$ cat src/rtl/sched_pkg.sv
// sched_pkg: shared constants for the scheduler interrupt controller.
//   - config opcodes (SCHED_OP_SYSVEC .. SCHED_OP_STATS)
//   - handshake FSM state encoding
//   - index of the internal quantum-timer source
package sched_pkg;

  localparam logic [3:0] SCHED_OP_SYSVEC   = 4'd1;
  localparam logic [3:0] SCHED_OP_VEC      = 4'd2;
  localparam logic [3:0] SCHED_OP_MASK     = 4'd3;
  localparam logic [3:0] SCHED_OP_INIT     = 4'd4;
  localparam logic [3:0] SCHED_OP_TMR_RST  = 4'd5;
  localparam logic [3:0] SCHED_OP_SAVE_PC  = 4'd6;
  localparam logic [3:0] SCHED_OP_CUR_PC   = 4'd7;
  localparam logic [3:0] SCHED_OP_QUANTUM  = 4'd8;
  localparam logic [3:0] SCHED_OP_CLR_PEND = 4'd9;
  localparam logic [3:0] SCHED_OP_STATS    = 4'd10;

  typedef enum logic [1:0] {
    ST_IDLE    = 2'd0,
    ST_REQ     = 2'd1,
    ST_SERVICE = 2'd2
  } sched_state_e;

  localparam int unsigned SCHED_SRC_TIMER = 0;
  localparam int unsigned SCHED_IDX_W     = 4;

endpackage

$ cat src/rtl/sched_prio_arbiter.sv
// sched_prio_arbiter: combinational fixed-priority arbiter, lowest index wins.
// Ports:
//   req_i         eligible sources (pending & ~mask)
//   valid_c_o     at least one source is eligible
//   grant_oh_c_o  one-hot winner
//   grant_idx_c_o encoded winner index
module sched_prio_arbiter
  import sched_pkg::*;
#(
  parameter int unsigned NUM_SRC = 4
) (
  input  logic [NUM_SRC-1:0]     req_i,
  output logic                   valid_c_o,
  output logic [NUM_SRC-1:0]     grant_oh_c_o,
  output logic [SCHED_IDX_W-1:0] grant_idx_c_o
);

  // Scan from the top down so the lowest requesting index is the last write.
  always_comb begin
    valid_c_o     = 1'b0;
    grant_oh_c_o  = '0;
    grant_idx_c_o = '0;
    for (int i = int'(NUM_SRC) - 1; i >= 0; i--) begin
      if (req_i[i]) begin
        valid_c_o       = 1'b1;
        grant_oh_c_o    = '0;
        grant_oh_c_o[i] = 1'b1;
        grant_idx_c_o   = SCHED_IDX_W'(i);
      end
    end
  end

endmodule

$ cat src/rtl/sched_irq_ctrl.sv
// sched_irq_ctrl: multi-source interrupt controller for the scheduler.
// Source 0 is an internal quantum timer, sources 1..NUM_SRC-1 are rising-edge
// external lines. Fixed-priority arbitration feeds a req/ack/iret handshake.
// Optional macro SCHED_STATS_EN adds per-source 16-bit saturating grant
// counters readable through op 10.
// Ports:
//   clock, reset         clock, async active-high reset
//   kernel_mode          suppresses new requests
//   pc_pos, prg_enb      current PC and its valid strobe
//   ext_irq              external lines, bit i -> source i+1
//   cfg_en/op/idx/value  config instruction
//   int_req/src/pos      request, winning source and its vector
//   int_ack, iret        core handshake
//   sys_int_pos          syscall vector
//   wr_flag/addr/data    register-file write port
module sched_irq_ctrl
  import sched_pkg::*;
#(
  parameter int unsigned NUM_SRC     = 4,
  parameter int unsigned PC_W        = 16,
  parameter int unsigned TMR_W       = 32,
  parameter int unsigned QUANTUM_DEF = 500000
) (
  input  logic               clock,
  input  logic               reset,
  input  logic               kernel_mode,
  input  logic [PC_W-1:0]    pc_pos,
  input  logic               prg_enb,
  input  logic [NUM_SRC-2:0] ext_irq,
  input  logic               cfg_en,
  input  logic [3:0]         cfg_op,
  input  logic [3:0]         cfg_idx,
  input  logic [15:0]        cfg_value,
  output logic               int_req,
  output logic [3:0]         int_src,
  output logic [PC_W-1:0]    int_pos,
  input  logic               int_ack,
  input  logic               iret,
  output logic [PC_W-1:0]    sys_int_pos,
  output logic               wr_flag,
  output logic [7:0]         wr_addr,
  output logic [31:0]        wr_data
);

  sched_state_e                  state_q, state_d;
  logic [NUM_SRC-1:0][PC_W-1:0]  vector_q, vector_d;
  logic [NUM_SRC-1:0]            mask_q, mask_d;
  logic [NUM_SRC-1:0]            pending_q, pending_d;
  logic                          init_q, init_d;
  logic [TMR_W-1:0]              timer_q, timer_d;
  logic [TMR_W-1:0]              quantum_q, quantum_d;
  logic [PC_W-1:0]               saved_pc_q, saved_pc_d;
  logic [NUM_SRC-2:0]            ext_q;
  logic                          int_req_q, int_req_d;
  logic [3:0]                    int_src_q, int_src_d;
  logic [PC_W-1:0]               int_pos_q, int_pos_d;
  logic [PC_W-1:0]               sys_int_pos_q, sys_int_pos_d;
  logic                          wr_flag_q, wr_flag_d;
  logic [7:0]                    wr_addr_q, wr_addr_d;
  logic [31:0]                   wr_data_q, wr_data_d;

  logic [NUM_SRC-2:0]            ext_rise;
  logic                          timer_exp;
  logic                          op_tmr_rst;
  logic [NUM_SRC-1:0]            pend_set, pend_clr;
  logic                          arb_valid;
  logic [NUM_SRC-1:0]            arb_oh;
  logic [3:0]                    arb_idx;
  logic [PC_W-1:0]               arb_vec;

`ifdef SCHED_STATS_EN
  logic [NUM_SRC-1:0][15:0]      cnt_q, cnt_d;
  logic [15:0]                   cnt_rd;
  logic                          idx_ok;
`endif

  sched_prio_arbiter #(
    .NUM_SRC (NUM_SRC)
  ) u_arb (
    .req_i         (pending_q & ~mask_q),
    .valid_c_o     (arb_valid),
    .grant_oh_c_o  (arb_oh),
    .grant_idx_c_o (arb_idx)
  );

  // Event detection: timer expiry, external rising edges; op 5 beats expiry.
  assign ext_rise   = ext_irq & ~ext_q;
  assign timer_exp  = init_q && (timer_q == (quantum_q - TMR_W'(1)));
  assign op_tmr_rst = cfg_en && (cfg_op == SCHED_OP_TMR_RST);
  assign pend_set   = {ext_rise, timer_exp & ~op_tmr_rst};

  // Vector of the current arbitration winner.
  always_comb begin
    arb_vec = '0;
    for (int i = 0; i < int'(NUM_SRC); i++) begin
      if (arb_oh[i]) arb_vec = vector_q[i];
    end
  end

`ifdef SCHED_STATS_EN
  assign idx_ok = ({1'b0, cfg_idx} < 5'(NUM_SRC));

  always_comb begin
    cnt_rd = '0;
    for (int i = 0; i < int'(NUM_SRC); i++) begin
      if (4'(i) == cfg_idx) cnt_rd = cnt_q[i];
    end
  end
`endif

  // Next-state: FSM, timer, pending, config and write port.
  always_comb begin
    state_d       = state_q;
    vector_d      = vector_q;
    mask_d        = mask_q;
    init_d        = init_q;
    timer_d       = timer_q;
    quantum_d     = quantum_q;
    saved_pc_d    = saved_pc_q;
    int_req_d     = int_req_q;
    int_src_d     = int_src_q;
    int_pos_d     = int_pos_q;
    sys_int_pos_d = sys_int_pos_q;
    wr_flag_d     = 1'b0;
    wr_addr_d     = wr_addr_q;
    wr_data_d     = wr_data_q;
    pend_clr      = '0;
`ifdef SCHED_STATS_EN
    cnt_d         = cnt_q;
`endif

    if (op_tmr_rst) begin
      timer_d                   = '0;
      pend_clr[SCHED_SRC_TIMER] = 1'b1;
    end else if (init_q) begin
      timer_d = timer_exp ? '0 : timer_q + TMR_W'(1);
    end

    unique case (state_q)
      ST_IDLE: begin
        if (init_q && !kernel_mode && arb_valid) begin
          state_d   = ST_REQ;
          int_req_d = 1'b1;
          int_src_d = arb_idx;
          int_pos_d = arb_vec;
        end
      end
      // int_src/int_pos stay frozen until the core acknowledges.
      ST_REQ: begin
        if (int_ack) begin
          state_d   = ST_SERVICE;
          int_req_d = 1'b0;
          if (prg_enb) saved_pc_d = pc_pos;
          for (int i = 0; i < int'(NUM_SRC); i++) begin
            if (4'(i) == int_src_q) begin
              pend_clr[i] = 1'b1;
`ifdef SCHED_STATS_EN
              if (cnt_q[i] != 16'hFFFF) cnt_d[i] = cnt_q[i] + 16'd1;
`endif
            end
          end
        end
      end
      ST_SERVICE: begin
        if (iret) state_d = ST_IDLE;
      end
      default: state_d = ST_IDLE;
    endcase

    if (cfg_en) begin
      case (cfg_op)
        SCHED_OP_SYSVEC: sys_int_pos_d = PC_W'(cfg_value);
        SCHED_OP_VEC: begin
          for (int i = 0; i < int'(NUM_SRC); i++) begin
            if (4'(i) == cfg_idx) vector_d[i] = PC_W'(cfg_value);
          end
        end
        SCHED_OP_MASK: begin
          for (int i = 0; i < int'(NUM_SRC); i++) begin
            if (4'(i) == cfg_idx) mask_d[i] = cfg_value[0];
          end
        end
        SCHED_OP_INIT: init_d = 1'b1;
        SCHED_OP_SAVE_PC: begin
          wr_flag_d = 1'b1;
          wr_addr_d = cfg_value[7:0];
          wr_data_d = 32'(saved_pc_q);
        end
        SCHED_OP_CUR_PC: begin
          wr_flag_d = 1'b1;
          wr_addr_d = cfg_value[7:0];
          wr_data_d = 32'(pc_pos);
        end
        // A zero quantum would never expire; clamp it to 1.
        SCHED_OP_QUANTUM: quantum_d = (cfg_value == 16'd0) ? TMR_W'(1) : TMR_W'(cfg_value);
        SCHED_OP_CLR_PEND: begin
          for (int i = 0; i < int'(NUM_SRC); i++) begin
            if (4'(i) == cfg_idx) pend_clr[i] = 1'b1;
          end
        end
`ifdef SCHED_STATS_EN
        SCHED_OP_STATS: begin
          if (idx_ok) begin
            wr_flag_d = 1'b1;
            wr_addr_d = cfg_value[7:0];
            wr_data_d = {16'b0, cnt_rd};
          end
        end
`endif
        default: ;
      endcase
    end

    // A new event in the same cycle as a clear keeps the source pending.
    pending_d = (pending_q & ~pend_clr) | pend_set;
  end

  // State registers.
  always_ff @(posedge clock or posedge reset) begin
    if (reset) begin
      state_q       <= ST_IDLE;
      vector_q      <= '0;
      mask_q        <= '1;
      pending_q     <= '0;
      init_q        <= 1'b0;
      timer_q       <= '0;
      quantum_q     <= TMR_W'(QUANTUM_DEF);
      saved_pc_q    <= '0;
      ext_q         <= '0;
      int_req_q     <= 1'b0;
      int_src_q     <= '0;
      int_pos_q     <= '0;
      sys_int_pos_q <= '0;
      wr_flag_q     <= 1'b0;
      wr_addr_q     <= '0;
      wr_data_q     <= '0;
    end else begin
      state_q       <= state_d;
      vector_q      <= vector_d;
      mask_q        <= mask_d;
      pending_q     <= pending_d;
      init_q        <= init_d;
      timer_q       <= timer_d;
      quantum_q     <= quantum_d;
      saved_pc_q    <= saved_pc_d;
      ext_q         <= ext_irq;
      int_req_q     <= int_req_d;
      int_src_q     <= int_src_d;
      int_pos_q     <= int_pos_d;
      sys_int_pos_q <= sys_int_pos_d;
      wr_flag_q     <= wr_flag_d;
      wr_addr_q     <= wr_addr_d;
      wr_data_q     <= wr_data_d;
    end
  end

`ifdef SCHED_STATS_EN
  always_ff @(posedge clock or posedge reset) begin
    if (reset) cnt_q <= '0;
    else       cnt_q <= cnt_d;
  end
`endif

  assign int_req     = int_req_q;
  assign int_src     = int_src_q;
  assign int_pos     = int_pos_q;
  assign sys_int_pos = sys_int_pos_q;
  assign wr_flag     = wr_flag_q;
  assign wr_addr     = wr_addr_q;
  assign wr_data     = wr_data_q;

endmodule

$ cat config.mk
export PLATFORM = sky130hd
export DESIGN_NAME = sched_irq_ctrl
export DESIGN_NICKNAME = d
export VERILOG_FILES = /design/src/rtl/sched_pkg.sv /design/src/rtl/sched_prio_arbiter.sv /design/src/rtl/sched_irq_ctrl.sv
export SDC_FILE = /design/constraint.sdc
export NUM_CORES = 1
export LEC_CHECK = 0
export BUFFER_PORTS_ARGS = -buffer_cell sky130_fd_sc_hd__clkbuf_2
export CAP_MARGIN = 5
export CORE_ASPECT_RATIO = 1.2
export CORE_UTILIZATION = 63
export CTS_CLUSTER_SIZE = 20
export DETAILED_ROUTE_END_ITERATION = 10
export GPL_TIMING_DRIVEN = 0
export PLACE_DENSITY = 0.94
export SLEW_MARGIN = 20
export SYNTH_ARGS = -nofsm -noshare
export SYNTH_HDL_FRONTEND = slang
export SYNTH_HIERARCHICAL = 1
export SYNTH_SLANG_ARGS = --single-unit
$ cat constraint.sdc
create_clock -name clock -period 21 [get_ports clock]
set_clock_uncertainty 0.1 [all_clocks]
set_input_delay 3.15 -clock clock [delete_from_list [all_inputs] [get_ports clock]]
set_output_delay 3.15 -clock clock [all_outputs]
set_load 0.02 [all_outputs]
== Yosys cells after proc, flatten, opt, wreduce, memory -nomap -nowiden ==
Index checks and enable logic that the tools add are counted.

* Register bits after elaboration: 236
* Input bits: 50
* Output and inout bits: 78
* Logic and storage cells: 127

* Add/sub/neg operators: 2
* Equality and inequality tests: 21
* Multiplexer cells: 43
* Bitwise operators: 9
* Reduce and logical (&&, ||, !) cells: 30

{| class="wikitable"
|+ Operator list
! kind !! count
|-
| 32-bit 2-to-1 mux || 3
|-
| 16-bit 2-to-1 mux || 5
|-
| 32-bit case mux with 2 select lines || 1
|-
| 3-bit AND reduction || 11
|-
| 32-bit by 1-bit adder with 32-bit output (second input constant) || 1
|-
| 32-bit equality test || 1
|-
| 4-bit 2-to-1 mux || 8
|-
| 32-bit by 1-bit subtractor with 32-bit output (second input constant) || 1
|-
| 1-bit 2-to-1 mux || 17
|-
| 2-bit by 4-bit equality test with 1-bit output (first input constant) || 4
|-
| 4-bit by 3-bit equality test with 1-bit output (second input constant) || 4
|-
| 16-bit zero test || 1
|-
| 2-bit 2-to-1 mux || 7
|-
| 2-bit AND reduction || 6
|-
| 4-bit AND || 2
|-
| 1-bit by 4-bit equality test with 1-bit output (first input constant) || 2
|-
| 4-bit by 2-bit equality test with 1-bit output (second input constant) || 2
|-
| 4-bit equality test (second input constant) || 2
|-
| 4-bit zero test || 2
|-
| 4-bit inverter || 2
|-
| 2-bit inequality test (second input constant) || 3
|-
| 2-bit case mux with 3 select lines || 1
|-
| 2-bit nonzero test || 3
|-
| 4-bit by 1-bit equality test with 1-bit output (second input constant) || 1
|-
| other kinds (12) || 15
|}

== Logic depth before layout (Yosys ltp) ==
* Depth after elaboration: 12
* Mapped depth: 10
* Depth with buffers taken out: 10

== By module ==
The synthesis kept the hierarchy.

{| class="wikitable"
|+ Modules (own cells, without submodules)
! module !! times used !! cells an instance !! area each (um^2) !! sequential area each (um^2)
|-
| sched_irq_ctrl || 1 || 884 || 9831.9 || 5141.2
|-
| sched_prio_arbiter || 1 || 14 || 80.1 || 0.0
|}

== Worst setup path before layout ==
OpenSTA, ideal clock, no wires.

* Kind: input to register
* From: in cfg_op[1]
* To: reg vector_q[1] (netlist name)
* Library setup time: 125 ps
* Data arrival time: 4597 ps
* Data required time: 20775 ps
* Slack: 16178 ps
* Stages on the path: 5
* Path buffers: 2
* Cell sequence: clkbuf_1 > nand3b_1 > nor2_1 > clkbuf_1 > mux2_2

* Longest elaborated chain between the ends: 2

{| class="wikitable"
|+ Ends and longest elaborated chain
! item !! RTL line !! text
|-
| start, declared || sched_irq_ctrl.sv:31 || <nowiki>input logic [3:0] cfg_op,</nowiki>
|-
| 4-bit by 2-bit equality test with 1-bit output || sched_irq_ctrl.sv:171 || <nowiki>case (cfg_op)</nowiki>
|-
| 3-bit AND reduction (no source line) || n/a ||
|-
| end signal, assigned || sched_irq_ctrl.sv:239 || <nowiki>vector_q <= vector_d;</nowiki>
|-
| end, declared || sched_irq_ctrl.sv:46 || <nowiki>logic [NUM_SRC-1:0][PC_W-1:0] vector_q, vector_d;</nowiki>
|}

No other way between the ends.
A chain may end at the register's enable or synchronous reset.

== Final worst setup path ==
* From: in cfg_op[1]
* To: reg vector_q[17] (netlist name)

The elaborated chain is that of the path after synthesis.

==> flow_metrics.env <==
export IMPL_io_buffers=110
export IMPL_clkSlewWorstSetupHoldPaths_ns=0.07
export IMPL_drt_wl_total_um=27300
export IMPL_path_common_cell="clkbuf_1"
export IMPL_synth_avg_cell_area_um2=11.0
export IMPL_syn_area_mm2=0.00991
export IMPL_antenna_found_initial=0
export IMPL_crit_required_ns=21.27
export IMPL_final_cell_area_mm2=0.0115
export IMPL_ir_drop_mv=0.107
export IMPL_core_area_mm2=0.0152
export IMPL_grt_usage_pct=35.2
export IMPL_clock_sinks=205
export IMPL_fin_cells=1266
export IMPL_multiInputGateArea_mm2=0.00446
export IMPL_ant_nets=0
export IMPL_seq_area_frac_synth_pct=51.9
export IMPL_power_mw=1.35
export IMPL_fp_row_count=49
export IMPL_hold_viol=0
export IMPL_slew_headroom_pct=45.2
export IMPL_cp_cell_sequence="clkbuf_2 -> clkbuf_1 -> nor4b_1 -> nand2_1 -> clkbuf_1 -> mux2_2"
export IMPL_drive_above_1_share_pct=29.9
export IMPL_post_cts_setup_buffers=0
export IMPL_htreeDepth=1
export IMPL_nFillCells=907
export IMPL_synth_area_leader_cell="dfrtp_1"
export IMPL_yosysWarnings=6
export IMPL_drtPass1Iterations=5
export IMPL_fin_nets=1100
export IMPL_avgRoutedWirePerCell_um=21.6
export IMPL_ys_async_sr_fraction_pct=100
export IMPL_rsz0062_at_grt="false"
export IMPL_crit_arrival_ns=5.22
export IMPL_clock_root_buffer="clkbuf_16"
export IMPL_grt_pass1_vias=8340
export IMPL_fmax_mhz=202
export IMPL_clockBufferDepth=3
export IMPL_ys_ff_latch=205
export IMPL_num_vias=8059
export IMPL_status="finished, final reports clean"
export IMPL_cts_tree="done"
export IMPL_critical_path_class="in2reg"
export IMPL_setup_viol=0
export IMPL_hpwl_um=17400
export IMPL_synth_distinct_cells=60
export IMPL_grt_max_degree=106
export IMPL_antenna_cells=0
export IMPL_slew_violations=0
export IMPL_clock_latency_ns=0.50
export IMPL_cts_hold_buf=0
export IMPL_overflow=0
export IMPL_regArea_mm2=0.00514
export IMPL_dp_cells=1229
export IMPL_period_needed_ns=4.95
export IMPL_hold_path_class="reg2reg"
export IMPL_cts_inserted_buffers=21
export IMPL_die_h_um=139
export IMPL_drt_iter0_drc=722
export IMPL_cts_resized=0
export IMPL_path_max_fanout=10
export IMPL_p_leak_nw=5.35
export IMPL_crit_path_end_kind="flip-flop"
export IMPL_dieArea_mm2=0.0162
export IMPL_area_growth_pct=16.2
export IMPL_powerDensity_mw_per_mm2=117
export IMPL_via_per_inst=6.37
export IMPL_initial_core_util_pct=65.2
export IMPL_worstMarginPinSlew_ns=0.822
export IMPL_synthTopCellsByArea="dfrtp_1 (49%), mux2_2 (15%), mux2i_1 (3.2%), nor2_1 (2.7%), nand2_1 (2.6%)"
export IMPL_finish_utilization_pct=75.8
export IMPL_dp_slack_ns=15.68
export IMPL_whs_ns=0.355
export IMPL_die_width_um=117
export IMPL_setup_tns_ns=0
export IMPL_final_period_utilization_pct=23.6
export IMPL_worst_slack_ns=16.05
export IMPL_grt_pass1_wl_um=43700
export IMPL_place_congestion=0.910
export IMPL_worst_path_max_delay_cell="nor4b_1"
export IMPL_synth_top_cell_area_share_pct=49.5
export IMPL_synth_top_flop_cell="dfrtp_1"
export IMPL_max_stage_delay_ns=0.48
export IMPL_drcViolationCount=0
export IMPL_worstSetupStartpointType="primary input"
export IMPL_cap_viol_max_count=0
export IMPL_synth_edff_count=0
export IMPL_place_area_mm2=0.0108
export IMPL_syn_inst=898
export IMPL_ios=128
[worst max-delay path, delay by kind of cell]
family / cells / cell delay (ns)
multiplexers: 1 / 0.38
buffers and inverters: 3 / 0.80
AND/OR/NAND/NOR: 2 / 0.89
[layer usage]
layer / track usage, % / part of all wire, % / vias to the layer above
met3: 6.62 / 6.8 / 139
met1: 41.1 / 36 / 3990
li1: - / - / 3444
met2: 60.5 / 52 / 486
met5: 0 / 0 / -
met4: 19.0 / 5.6 / 0
[logic make-up after synthesis]
group	after synthesis	share of synthesized area, %
AO/OA/AOI/OAI	111	6.60
XOR/XNOR	51	4.51
adder cells (fa/ha/maj)	2	0.252
buffers and inverters	79	3.79
flip-flops	205	51.9
multiplexers	160	17.8
other	2	0.0758
AND/OR/NAND/NOR	288	15.1
[cell usage in the layout (no fill, tap or decap), types with 32 or more instances in the layout]
cell type / netlist / routed
mux2i_1: 32 / 32
o21ai_0: 37 / 37
dfrtp_1: 196 / 196
clkbuf_1: 37 / 40
a21oi_1: 41 / 41
nor3_1: 38 / 38
nand2_1: 68 / 68
nor2_1: 70 / 70
mux2_2: 128 / 128
clkbuf_2: 0 / 110
[final timing paths]
check                      cells past startpoint    startpoint  slack [ns]            end
setup / recovery                               6     cfg_op[1]       16.05   vector_q[17]
hold / removal                                 1      ext_q[0]        0.35   pending_q[1]
min in group asynchronous                      2         reset        2.70     int_src[1]
hold reg to reg                                1      ext_q[0]        0.35   pending_q[1]
max in group asynchronous                      3         reset       17.15  quantum_q[17]
setup reg to reg                              10  quantum_q[0]       17.78     timer_q[2]
[power by group]
part	switching [mW]	internal (mW)
Sequential	0.0853	0.488
Clock	0.160	0.224
Combinational	0.242	0.149
[Yosys cell counts (all sizes together) (4+ instances only)]
cell    number
o21ai       37
a22oi        4
nor2b        6
xor2        28
and3         7
dfstp        9
clkbuf      37
and4         4
mux2       128
nor3        40
mux2i       32
nand3b       7
nor4        13
buf         27
nor2        70
nand2b       7
dfrtp      196
nand4       17
or3          4
o31ai        4
nand3       18
or2          4
nand2       68
xnor2       23
inv         15
and2         7
nand4b       4
a21oi       41
[registers in the layout (all words and copies together) (netlist names)]
name         cells
init_q           1
state_q          2
wr_data         16
pending_q        4
ext_q            3
int_src          4
quantum_q       17
mask_q           4
sys_int_pos     16
wr_flag          1
timer_q         32
vector_q        64
wr_addr          8
int_req          1
int_pos         16
saved_pc_q      16
[final cells by class]
class | instances | share of cell area (%)
multi-input cells | 630 | 38.7
well taps | 204 | 2.22
flip-flops and latches | 205 | 44.6
plain buffers | 64 | 2.77
repair buffers | 111 | 5.02
inverters | 15 | 0.554
clock buffers | 28 | 5.14
clock inverters | 9 | 0.988
No activity file was read; power rests on OpenSTA's default activity.
